<file path="config.mk">
export PLATFORM = sky130hd
export DESIGN_NAME = hazard_scoreboard
export DESIGN_NICKNAME = d
export VERILOG_FILES = /design/src/rtl/hazard_scoreboard.sv
export SDC_FILE = /design/constraint.sdc
export NUM_CORES = 1
export LEC_CHECK = 0
export CAP_MARGIN = 20
export CORE_ASPECT_RATIO = 1.5
export CORE_MARGIN = 5
export CORE_UTILIZATION = 59
export CTS_BUF_LIST = sky130_fd_sc_hd__clkbuf_4
export DETAILED_ROUTE_END_ITERATION = 10
export PLACE_DENSITY = 0.8
export SLEW_MARGIN = 20
export SYNTH_ARGS = -nofsm -noshare
export SYNTH_HDL_FRONTEND = slang
export SYNTH_SLANG_ARGS = --single-unit
export TNS_END_PERCENT = 10
</file>
<file path="constraint.sdc">
create_clock -name clk -period 11.07 [get_ports clk]
set_clock_uncertainty 0.05 [all_clocks]
set_input_delay 2.214 -clock clk [delete_from_list [all_inputs] [get_ports clk]]
set_output_delay 2.214 -clock clk [all_outputs]
set_load 0.05 [all_outputs]
</file>
<file path="src/rtl/hazard_scoreboard.sv">
// Register hazard scoreboard for in-order issue.
// Tracks pending writes and stalls decode on RAW/WAW/structural hazards.
module hazard_scoreboard #(
  parameter int NREGS     = 32,
  parameter int REG_BITS  = 5,
  parameter bit BYPASS_WB = 1'b1
) (
  input  logic                clk,
  input  logic                reset,
  input  logic                dec_valid,
  input  logic [REG_BITS-1:0] dec_rs1,
  input  logic [REG_BITS-1:0] dec_rs2,
  input  logic [REG_BITS-1:0] dec_rd,
  input  logic                dec_use_rs1,
  input  logic                dec_use_rs2,
  input  logic                dec_wr_rd,
  input  logic                dec_kill,
  input  logic                ext_stall,
  input  logic                wb_valid,
  input  logic [REG_BITS-1:0] wb_rd,
  output logic                stall_decode,
  output logic [1:0]          stall_reason,
  output logic [REG_BITS:0]   outstanding,
  output logic [15:0]         stall_cycles,
  output logic                sb_err
);

  localparam int CW = REG_BITS + 1;

  logic [NREGS-1:0] busy_q, busy_d;
  logic [CW-1:0]    outstanding_q, outstanding_d;
  logic [15:0]      stall_cycles_q, stall_cycles_d;
  logic             sb_err_q, sb_err_d;

  logic rs1_busy, rs2_busy;
  logic raw, waw, stall, issue;

  // Hazard detection and decode stall, purely combinational
  always_comb begin
    rs1_busy = busy_q[dec_rs1]
             & ~(BYPASS_WB & wb_valid & (wb_rd == dec_rs1));
    rs2_busy = busy_q[dec_rs2]
             & ~(BYPASS_WB & wb_valid & (wb_rd == dec_rs2));
    raw = dec_valid
        & ((dec_use_rs1 & rs1_busy) | (dec_use_rs2 & rs2_busy));
    waw = dec_valid & dec_wr_rd & busy_q[dec_rd]
        & (dec_rd != '0);
    stall = ~dec_kill & (ext_stall | raw | waw);
    issue = dec_valid & ~dec_kill & ~stall;
    stall_reason = 2'd0;
    if (stall) begin
      if (ext_stall)  stall_reason = 2'd1;
      else if (raw)   stall_reason = 2'd2;
      else            stall_reason = 2'd3;
    end
  end

  // Next-state: wb clears first so a same-index issue set wins
  always_comb begin
    busy_d = busy_q;
    if (wb_valid && (wb_rd != '0))
      busy_d[wb_rd] = 1'b0;
    if (issue && dec_wr_rd && (dec_rd != '0))
      busy_d[dec_rd] = 1'b1;
    busy_d[0] = 1'b0;

    outstanding_d = '0;
    for (int i = 0; i < NREGS; i++)
      outstanding_d = outstanding_d + CW'(busy_d[i]);

    sb_err_d = sb_err_q
             | (wb_valid & (wb_rd != '0) & ~busy_q[wb_rd]);

    stall_cycles_d = stall_cycles_q;
    if (stall && (stall_cycles_q != 16'hFFFF))
      stall_cycles_d = stall_cycles_q + 16'd1;
  end

  // State registers with synchronous reset
  always_ff @(posedge clk) begin
    if (reset) begin
      busy_q         <= '0;
      outstanding_q  <= '0;
      stall_cycles_q <= '0;
      sb_err_q       <= 1'b0;
    end else begin
      busy_q         <= busy_d;
      outstanding_q  <= outstanding_d;
      stall_cycles_q <= stall_cycles_d;
      sb_err_q       <= sb_err_d;
    end
  end

  assign stall_decode = stall;
  assign outstanding  = outstanding_q;
  assign stall_cycles = stall_cycles_q;
  assign sb_err       = sb_err_q;

endmodule

</file>
==> out/qor.json, run 1 <==
{
  "post_synthesis_simple_gate_area_fraction": 0.1831,
  "global_route.overflow_total": 0,
  "synth_top_area_share": 0.2313,
  "timing.critical_path.fanout_max": 24,
  "final_area_mm2": 0.005299,
  "yosys-mux-area-fraction": 0.1389,
  "number_of_placed_instances_taps_included": 657,
  "tritoncts_num_sinks": 54,
  "drt-pass1-iter-count": 5,
  "layout.filler_cells": 645,
  "post_drt_wl_per_cell_um": 22.59,
  "die_width_um": 82.68,
  "totalNegativeSetupSlack_ns": 0,
  "layout_cell_share_with_drive_strength_beyond_1": 0.09414,
  "asyncSetResetFlopFracSynth": 0,
  "dieHeight_um": 119.0,
  "std_cell_rows": 39,
  "antenna_nets_post_route": 0,
  "final-max-slew-violation-count": 0,
  "end_kind": "register",
  "synth_largest_area_cell": "sky130_fd_sc_hd__dfxtp_1",
  "dpl_cell_area_mm2": 0.005216,
  "crit_path_top_delay_cell": "sky130_fd_sc_hd__clkdlybuf4s50_1",
  "start_kind": "input pin",
  "compound_cell_area_share_of_the_yosys_netlist": 0.2240,
  "synth-edff-count": 0,
  "maximum_level_of_the_cts_h_tree": 2,
  "clk_path_buf_depth": 2,
  "cellPowerDensity_mw_per_mm2": 75.41,
  "synth_nets": 591,
  "max_clock_freq_mhz": 99.59,
  "post_synth_xor_area_fraction": 0.03185,
  "tritoncts.num_buffers": 5,
  "fin_crit_sh": 0.9071,
  "holdBufCountCts": 0,
  "post_synth_inst_count": 531,
  "outcome": "finished, final reports clean",
  "grt_start_max_net_pins": 49,
  "power.ir.vdd_worst_mv": 0.06179,
  "hold_violations": 0,
  "grt_setup_unrepaired": "no",
  "detail_route.drc_violations": 0,
  "totalWireLength_um": 15030,
  "synthesis.area_per_instance_um2": 8.803,
  "worst-path-buf-inv": 6,
  "tritoncts_clock_tree": "done",
  "synth_top_flop_cell": "sky130_fd_sc_hd__dfxtp_1",
  "timing.slew.headroom": 0.3800,
  "hpwlAfterDp_um": 11320,
  "gp_congestion": 1.007,
  "worst_setup_hold_path_clk_slew_ns": 0.16,
  "final_layout_net_count": 622,
  "num_vias": 4659,
  "finalSetupViolCount": 0,
  "drv.max_cap_violation_count": 0,
  "ys_seq_area_frac": 0.2313,
  "post_cts_resized": 0,
  "timing.critical_path.arrival_ns": 10.28,
  "cts.repair_timing.setup_buffer_count": 0,
  "grt_antenna_before_repair": 0,
  "hold_path.class": "reg -> reg",
  "fin_util": 0.6917,
  "slowest_delay_ns": 0.94,
  "max_slew.worst_pin.slew_ns": 0.9299,
  "period_needed_ns": 10.04,
  "netlist_area_mm2": 0.004674,
  "fp.coreArea_mm2": 0.007661,
  "path_class": "in -> reg",
  "initial_core_util": 0.6102,
  "via_per_inst": 7.006,
  "antenna-diode-count": 0,
  "die-area_mm2": 0.009840,
  "netlist_top_cells_area": "sky130_fd_sc_hd__dfxtp_1 (23%), sky130_fd_sc_hd__fa_1 (9.9%), sky130_fd_sc_hd__mux4_2 (7.2%)",
  "clkLatencyLatePin_ns": 0.40,
  "synthesis_stage_register_bit_count": 54,
  "worst_ep_required_time_ns": 11.31,
  "synth-adder-area-share": 0.1199,
  "main_combinational_cell_family_by_area_after_synthesis": "compound AO/OA/AOI/OAI gates",
  "gr-usage-all-layers": 0.3213,
  "areaGrowthSynthToFinish_pct": 13.36,
  "first_global_vias": 4653,
  "synth.yosys.warnings": 0,
  "grt_first_pass_wirelength_um": 24180,
  "port_buffers": 54,
  "post_synth_num_cell_types": 58,
  "ios": 55,
  "clock_tree.root_cell": "sky130_fd_sc_hd__clkbuf_4",
  "critPathTopFamily": "adder cells",
  "total_leakage_power_uw": 0.001938,
  "drtIter0Drc": 511,
  "non_filler_cells_final": 665,
  "timing.critical_path.mode_cell": "sky130_fd_sc_hd__fa_1"
}
power breakdown:
group          switching, µW  internal (µW)
Combinational           53.9           31.2
Clock                   66.9           50.2
Sequential              1.52            196
cell usage in the layout, fill, tap and decap left out, types with 8 or more instances in the layout:
master                            Yosys  final
sky130_fd_sc_hd__nand3_1             21     21
sky130_fd_sc_hd__dfxtp_1             54     54
sky130_fd_sc_hd__ha_1                 8      8
sky130_fd_sc_hd__inv_1               34     34
sky130_fd_sc_hd__o31ai_1              8      8
sky130_fd_sc_hd__mux4_2              15     15
sky130_fd_sc_hd__nor2b_1             18     18
sky130_fd_sc_hd__xor2_1              14     14
sky130_fd_sc_hd__clkdlybuf4s50_1      0     53
sky130_fd_sc_hd__nand2b_1            13     13
sky130_fd_sc_hd__mux2i_1             24     24
sky130_fd_sc_hd__nor2_1              17     17
sky130_fd_sc_hd__a21oi_1             13     13
sky130_fd_sc_hd__fa_1                23     23
sky130_fd_sc_hd__o21ai_0             39     39
sky130_fd_sc_hd__nand2_1             31     31
sky130_fd_sc_hd__or3_1               15     15
sky130_fd_sc_hd__o22ai_1             33     33
sky130_fd_sc_hd__buf_4                0     11
sky130_fd_sc_hd__o31a_1              16     16
sky130_fd_sc_hd__or4_1                8      8
synth_stat cells (all sizes together) (13+ instances only):
cell and instances:
mux2i 24, nor2 17, nand2 32, o21ai 44, nand2b 13, clkbuf 24, inv 34, nand3 21
a21oi 13, o31a 16, fa 23, nor2b 18, buf 17, or3 15, xor2 14, mux4 15
o22ai 33, dfxtp 54
cell families (layout without fill, tap and decap cells):
| family | Yosys count | count (layout) |
|---|---|---|
| simple gates | 155 | 155 |
| compound gates | 154 | 154 |
| flops | 54 | 54 |
| buf+inv | 75 | 107 |
| xor+xnor | 17 | 17 |
| fa+ha+maj | 31 | 31 |
| mux | 45 | 45 |
worst min-delay path, cell delays in order (launching register included):
cell and delay, ns:
sky130_fd_sc_hd__dfxtp_1 0.36, sky130_fd_sc_hd__o31ai_1 0.06, sky130_fd_sc_hd__a21oi_1 0.06
registers in the layout (all words and copies together), names as in the netlist:
register / count
outstanding: 6
busy_q: 31
sb_err: 1
stall_cycles: 16
per-layer routing:
metal	global-route usage	vias up	part of all wire
li1	-	2051	-
met1	0.3668	2209	0.35
met2	0.5246	316	0.49
met3	0.06647	83	0.084
met4	0.2147	0	0.076
met5	0	-	0
through the flow:
step | power, µW | hold WS [ns] | worst slack [ns]
3_5_place_dp | 284.3 | 0.4229 | 0.7505
4_1_cts | 399.8 | 0.4592 | 1.137
5_1_grt | 415.4 | 0.4841 | 0.6881
6_report | 399.6 | 0.4530 | 1.029
2_1_floorplan | 254.8 | 0.4582 | 2.238
3_3_place_gp | 283.3 | 0.4235 | 0.9770
cell type report:
type,count,area [µm²],area share
multi-input cells,402,3262,0.6156
flip-flops and latches,54,1081,0.2040
repair buffers,65,618.1,0.1166
inverters,34,127.6,0.02408
well taps,102,127.6,0.02408
clock buffers,6,45.04,0.008501
clock inverters,2,37.54,0.007084
final timing paths:
check                                        to                           from  slack [ns]  depth (start not counted)
setup / recovery      outstanding[4]$_SDFF_PP0_                     dec_rs1[1]        1.03                         27
hold / removal    stall_cycles[15]$_SDFFE_PP0P_  stall_cycles[15]$_SDFFE_PP0P_        0.45                          2
setup reg to reg      outstanding[4]$_SDFF_PP0_          busy_q[24]$_SDFF_PP0_        3.37                         26
hold reg to reg   stall_cycles[15]$_SDFFE_PP0P_  stall_cycles[15]$_SDFFE_PP0P_        0.45                          2
Power figures use the tool's default switching activity.
==> run 2: changes to the inputs <==
--- a/config.mk
+++ b/config.mk
@@ -5,13 +5,13 @@
 export SDC_FILE = /design/constraint.sdc
 export NUM_CORES = 1
 export LEC_CHECK = 0
-export CAP_MARGIN = 20
+export CAP_MARGIN = 40
 export CORE_ASPECT_RATIO = 1.5
 export CORE_MARGIN = 5
 export CORE_UTILIZATION = 59
 export CTS_BUF_LIST = sky130_fd_sc_hd__clkbuf_4
 export DETAILED_ROUTE_END_ITERATION = 10
-export PLACE_DENSITY = 0.8
+export PLACE_DENSITY = 0.86
 export SLEW_MARGIN = 20
 export SYNTH_ARGS = -nofsm -noshare
 export SYNTH_HDL_FRONTEND = slang
==> run 2 against run 1 <==
Effect of this change: sequential share of layout area is essentially flat; clock power shrank 20%; core utilization is essentially flat; critical endpoint unchanged.
==> out/qor.json, run 2 (synthesis results as in run 1) <==
{
  "initial_core_util": {"value": 0.6102, "change": "unchanged"},
  "p_int": {"value": 252.9, "unit": "µW", "change": "-8.8%"},
  "tritoncts_clock_tree": "done",
  "timing.critical_path.arrival": {"value": 10.09, "unit": "ns", "change": "-0.19 ns"},
  "netSwitchingFraction": {"value": 0.3306, "change": "+0.02439"},
  "power.ir.vdd_worst": {"value": 0.08023, "unit": "mV", "change": "+30%"},
  "clk_path_buf_depth": {"value": 2, "change": "unchanged"},
  "layout_cell_share_with_drive_strength_beyond_1": {"value": 0.08913, "change": "-0.005012"},
  "port_buffers": {"value": 54, "change": "unchanged"},
  "drt-pass1-iter-count": {"value": 5, "change": "unchanged"},
  "gr-usage-all-layers": {"value": 0.3241, "change": "+0.002853"},
  "cellPowerDensity": {"value": 71.32, "unit": "mW/mm²", "change": "-5.4%"},
  "num_vias": {"value": 4616, "change": "-0.92%"},
  "max_clock_freq": {"value": 101.4, "unit": "MHz", "change": "+1.8%"},
  "hpwlAfterDp": {"value": 11170, "unit": "µm", "change": "-1.3%"},
  "grt_first_pass_wirelength": {"value": 24210, "unit": "µm", "change": "+0.14%"},
  "final_common_cell": "sky130_fd_sc_hd__dfxtp_1",
  "total_power": {"value": 377.7, "unit": "µW", "change": "-5.5%"},
  "start_kind": "input pin",
  "totalNegativeSetupSlack": {"value": 0, "unit": "ns", "change": "unchanged"},
  "detailedPlace.worstSlack": {"value": 0.6721, "unit": "ns", "change": "-0.07838 ns"},
  "die-area": {"value": 0.009840, "unit": "mm²", "change": "unchanged"},
  "finalSetupViolCount": {"value": 0, "change": "unchanged"},
  "post_cts_resized": {"value": 0, "change": "unchanged"},
  "tritoncts.num_buffers": {"value": 5, "change": "unchanged"},
  "dieHeight": {"value": 119.0, "unit": "µm", "change": "unchanged"},
  "worst_setup_hold_path_clk_slew": {"value": 0.17, "unit": "ns", "change": "about the same"},
  "path_class": "in -> reg",
  "non_filler_cells_final": {"value": 664, "change": "-0.15%"},
  "tritoncts_num_sinks": {"value": 54, "change": "unchanged"},
  "final_area": {"value": 0.005296, "unit": "mm²", "change": "about the same"},
  "grt_start_max_net_pins": {"value": 46, "change": "-6.1%"},
  "final-max-slew-violation-count": {"value": 0, "change": "unchanged"},
  "total_switching_power": {"value": 124.9, "unit": "µW", "change": "+2.1%"},
  "clockPowerShare": {"value": 0.249, "change": "-0.044"},
  "worst_ep_required_time": {"value": 11.30, "unit": "ns", "change": "about the same"},
  "dpl_cell_area": {"value": 0.005206, "unit": "mm²", "change": "-0.19%"},
  "fin_ws": {"value": 1.210, "unit": "ns", "change": "+0.1810 ns"},
  "reg2reg_slack": {"value": 3.42, "unit": "ns", "change": "+0.05 ns"},
  "die_width": {"value": 82.68, "unit": "µm", "change": "unchanged"},
  "timing.critical_path.fanout_max": {"value": 25, "change": "+4.2%"},
  "rr_startpoint": "busy_q[5]$_SDFF_PP0_",
  "outcome": "finished, final reports clean",
  "hold_path.class": "reg -> reg",
  "gp_congestion": {"value": 1.019, "change": "+1.2%"},
  "totalWireLength": {"value": 14940, "unit": "µm", "change": "-0.60%"},
  "drtIter0Drc": {"value": 536, "change": "+4.9%"},
  "max_slew.worst_pin.slew": {"value": 0.8746, "unit": "ns", "change": "-0.05529 ns"},
  "fin_crit_sh": {"value": 0.8907, "change": "-0.01635"},
  "first_global_vias": {"value": 4812, "change": "+3.4%"},
  "power.share.combinational": {"value": 0.228, "change": "+0.015"},
  "period_needed": {"value": 9.860, "unit": "ns", "change": "-0.1810 ns"},
  "r2r_cells": {"value": 26, "change": "unchanged"},
  "timing.slew.headroom": {"value": 0.4169, "change": "+0.03686"},
  "std_cell_rows": {"value": 39, "change": "unchanged"},
  "clock_tree.root_cell": "sky130_fd_sc_hd__clkbuf_4",
  "detail_route.drc_violations": {"value": 0, "change": "unchanged"},
  "grt_antenna_before_repair": {"value": 1, "change": "+1"},
  "areaGrowthSynthToFinish": {"value": 13.30, "unit": "%", "change": "about the same"},
  "layout.filler_cells": {"value": 654, "change": "+1.4%"},
  "antenna_nets_post_route": {"value": 0, "change": "unchanged"},
  "grt_setup_unrepaired": "no",
  "via_per_inst": {"value": 6.952, "change": "-0.77%"},
  "largest-register": "busy_q",
  "fp.coreArea": {"value": 0.007661, "unit": "mm²", "change": "unchanged"},
  "ios": {"value": 55, "change": "unchanged"},
  "total_leakage_power": {"value": 0.001929, "unit": "µW", "change": "-0.47%"},
  "clkLatencyLatePin": {"value": 0.40, "unit": "ns", "change": "about the same"},
  "end_kind": "register",
  "crit_path_end": "outstanding[4]$_SDFF_PP0_",
  "hold_violations": {"value": 0, "change": "unchanged"},
  "holdBufCountCts": {"value": 0, "change": "unchanged"},
  "share_seq_of_total_power": {"value": 0.523, "change": "+0.029"},
  "drv.max_cap_violation_count": {"value": 0, "change": "unchanged"},
  "global_route.overflow_total": {"value": 0, "change": "unchanged"},
  "final_cell_mix": "sky130_fd_sc_hd__dfxtp_1 (54), sky130_fd_sc_hd__clkdlybuf4s50_1 (53), sky130_fd_sc_hd__o21ai_0 (39)",
  "post_drt_wl_per_cell": {"value": 22.49, "unit": "µm", "change": "-0.45%"},
  "crit_start": "dec_rd[1]",
  "critical_register_to_register_path_endpoint": "outstanding[4]$_SDFF_PP0_",
  "final_layout_net_count": {"value": 620, "change": "-0.32%"},
  "number_of_placed_instances_taps_included": {"value": 653, "change": "-0.61%"},
  "maximum_level_of_the_cts_h_tree": {"value": 2, "change": "unchanged"},
  "largest_reg_flops": {"value": 31, "change": "unchanged"},
  "cts.repair_timing.setup_buffer_count": {"value": 0, "change": "unchanged"}
}
==> run 2: cell count changes in the layout (fill, tap and decap cells not counted), sizes merged <==
| cell | change |
|---|---|
| inv | +1 |
| clkbuf | -1 |
| buf | -2 |
| clkinv | +1 |
| diode | +1 |
| bufinv | -1 |
==> run 2: per-stage QoR <==
stage,util,hold WS [ns]
final,0.6913,0.4626
after global routing,0.6913,0.4878
after detailed placement,0.6796,0.4304
after CTS,0.6871,0.4615
after floorplan,-,0.4582
after global placement,0.6760,0.4209
==> run 2: power groups by stage <==
stage / Sequential [µW] / Combinational (µW) / Clock, µW
4_1_cts: 197 / 82.8 / 95.1
6_report: 197 / 86.2 / 94.0
2_1_floorplan: 205 / 49.6 / 0
3_5_place_dp: 202 / 82.7 / 0
5_1_grt: 198 / 91.1 / 102
3_3_place_gp: 201 / 79.9 / 0
==> run 2: cell type report <==
cell class,count,area (µm²),area share
repair buffers,63,638.1,0.1205
well taps,102,127.6,0.02410
flip-flops and latches,54,1081,0.2041
inverters,34,127.6,0.02410
diodes,1,2.502,0.0004725
clock buffers,5,37.54,0.007087
clock inverters,3,20.02,0.003780
multi-input cells,402,3262,0.6159
==> run 2: how the worst min path moves through the flow <==
stage	start	endpoint	slack (ns)	cells past startpoint
CTS	stall_cycles[15]$_SDFFE_PP0P_	stall_cycles[15]$_SDFFE_PP0P_	0.46	2
global placement	sb_err$_SDFF_PP0_	sb_err$_SDFF_PP0_	0.42	2
finish	stall_cycles[15]$_SDFFE_PP0P_	stall_cycles[15]$_SDFFE_PP0P_	0.46	2
global route	stall_cycles[8]$_SDFFE_PP0P_	stall_cycles[8]$_SDFFE_PP0P_	0.49	2
floorplan	busy_q[16]$_SDFF_PP0_	busy_q[16]$_SDFF_PP0_	0.46	2
detailed placement	sb_err$_SDFF_PP0_	sb_err$_SDFF_PP0_	0.43	2
==> run 2: per-layer routing <==
layer  routed length, µm  track usage
met5                   0            0
met4                1096       0.2342
met3                1163      0.07024
met2                7388       0.5326
met1                5286       0.3565
==> run 2: critical path, cell delays in order <==
cell,delay (ns)
sky130_fd_sc_hd__clkdlybuf4s50_1,0.94
sky130_fd_sc_hd__buf_4,0.36
sky130_fd_sc_hd__mux2i_1,0.23
sky130_fd_sc_hd__a31oi_1,0.10
sky130_fd_sc_hd__nand4_1,0.23
sky130_fd_sc_hd__o221ai_1,0.20
sky130_fd_sc_hd__or3_1,0.36
sky130_fd_sc_hd__or3_1,0.68
sky130_fd_sc_hd__o31a_1,0.45
sky130_fd_sc_hd__fa_1,0.51
sky130_fd_sc_hd__inv_1,0.05
sky130_fd_sc_hd__fa_1,0.48
sky130_fd_sc_hd__inv_1,0.05
sky130_fd_sc_hd__fa_1,0.49
sky130_fd_sc_hd__inv_1,0.06
sky130_fd_sc_hd__fa_1,0.47
sky130_fd_sc_hd__fa_1,0.53
sky130_fd_sc_hd__fa_1,0.43
sky130_fd_sc_hd__fa_1,0.40
sky130_fd_sc_hd__inv_1,0.08
sky130_fd_sc_hd__fa_1,0.20
sky130_fd_sc_hd__inv_1,0.05
sky130_fd_sc_hd__a21o_1,0.16
sky130_fd_sc_hd__a21oi_1,0.16
sky130_fd_sc_hd__xor2_1,0.16
sky130_fd_sc_hd__nor2_1,0.05
==> run 3: changes to the inputs <==
--- a/config.mk
+++ b/config.mk
@@ -16,4 +16,4 @@
 export SYNTH_ARGS = -nofsm -noshare
 export SYNTH_HDL_FRONTEND = slang
 export SYNTH_SLANG_ARGS = --single-unit
-export TNS_END_PERCENT = 10
+export TNS_END_PERCENT = 50
==> results of run 3 <==
Final layout, timing and power as in run 2 (identical DEF).
==> patch, RTL diff (flow settings as in run 3) <==
The parameter `REG_BITS` goes from 5 to 10.
--- a/src/rtl/hazard_scoreboard.sv
+++ b/src/rtl/hazard_scoreboard.sv
@@ -2,7 +2,7 @@
 // Tracks pending writes and stalls decode on RAW/WAW/structural hazards.
 module hazard_scoreboard #(
   parameter int NREGS     = 32,
-  parameter int REG_BITS  = 5,
+  parameter int REG_BITS  = 10,
   parameter bit BYPASS_WB = 1'b1
 ) (
   input  logic                clk,
Interface: changed (5 resized); port bits go from 55 to 80. The function was not compared with the original's and may differ.
==> patch against run 3 <==
Total power grew 1.4%; setup slack gained 320 ps; area after synthesis grew 4.3%; first-iteration DRC count shrank 19%; synthesized cell count grew 5.1%; design area grew 6.8%; wire length grew 11%; hold slack lost 9.1 ps; sequential cell count is the same; critical path type unchanged; critical endpoint unchanged; largest cell class unchanged.
==> patch: results (changes against run 3) <==
Max FO, Critical Path 15 (-40%); Arr. time, crit path 9770 ps (-320 ps); worst-margin pin slew 741 ps (-133 ps); critical path startpoint dec_rs2[0]; Post-DP Area 5560 um2 (+6.8%); hold path endpoint sb_err; WL/cell 23.2 um (+2.9%); run status completed; R2R setup slack 3790 ps (+370 ps); GRT met3 Usage 6.86% (-0.16 points); ranking of synthesized cells by area dfxtp_1 (22%), fa_1 (9.4%), mux4_2 (8.3%); Finished Layout Cells 718 (+8.1%); layout cells sized above 1 7.67% (-1.2 points); Synth Area in XOR/XNOR 4.13% (+0.95 points); Distinct cells, synth 59 (+1.7%); DP Worst Slack 1110 ps (+434 ps); r2r startpoint busy_q[23]; mux share of post-synthesis cell area 16.8% (+2.9 points); antenna diode count 0 (-1); gr usage total 32.8% (+0.42 points); fin worst setup slack 1530 ps (+318 ps); met1 wire length 5550 um (+5.1%); vias in the first global route 4,749 (-1.3%); peak supply drop 0.000109 V (+36%); first-pass GRT wire length 26,000 um (+7.5%); largest net degree at the start of global routing 65 (+41%); Lkg Pwr 2.17 nW (+12%); fillcell total 674 (+3.1%); met3 wire length 1230 um (+6.1%); nets 692 (+12%)
[patch: cell count changes after synthesis, sizes merged, moves of 10 or more]
cell	run 3	this run
a21oi	13	35
nand4	4	14
nor2b	18	8
o22ai	33	11
nor2	17	40
o31a	16	3
[patch: kinds of logic (layout without fill, tap and decap cells)]
| logic type | Yosys count | in the layout |
|---|---|---|
| compound gates | 125 | 125 |
| xor+xnor | 23 | 23 |
| fa+ha+maj | 31 | 31 |
| buf+inv | 72 | 123 |
| flops | 54 | 54 |
| mux | 58 | 58 |
| other cells | 1 | 5 |
| simple gates | 194 | 194 |
[patch: final cells by class]
cell class                      count  area share (%)
Multi-Input combinational cell    436            60.9
Sequential cell                    54            19.1
Timing Repair Buffer               83            14.5
Tap cell                          105            2.32
Inverter                           32            2.12
Clock buffer                        5           0.664
Clock inverter                      3           0.354
[patch: report_power, final]
group | switching [mW] | internal (mW) | total, mW
Clock | 0.0700 | 0.0250 | 0.0950
Combinational | 0.0544 | 0.0373 | 0.0916
Sequential | 0.000909 | 0.196 | 0.196
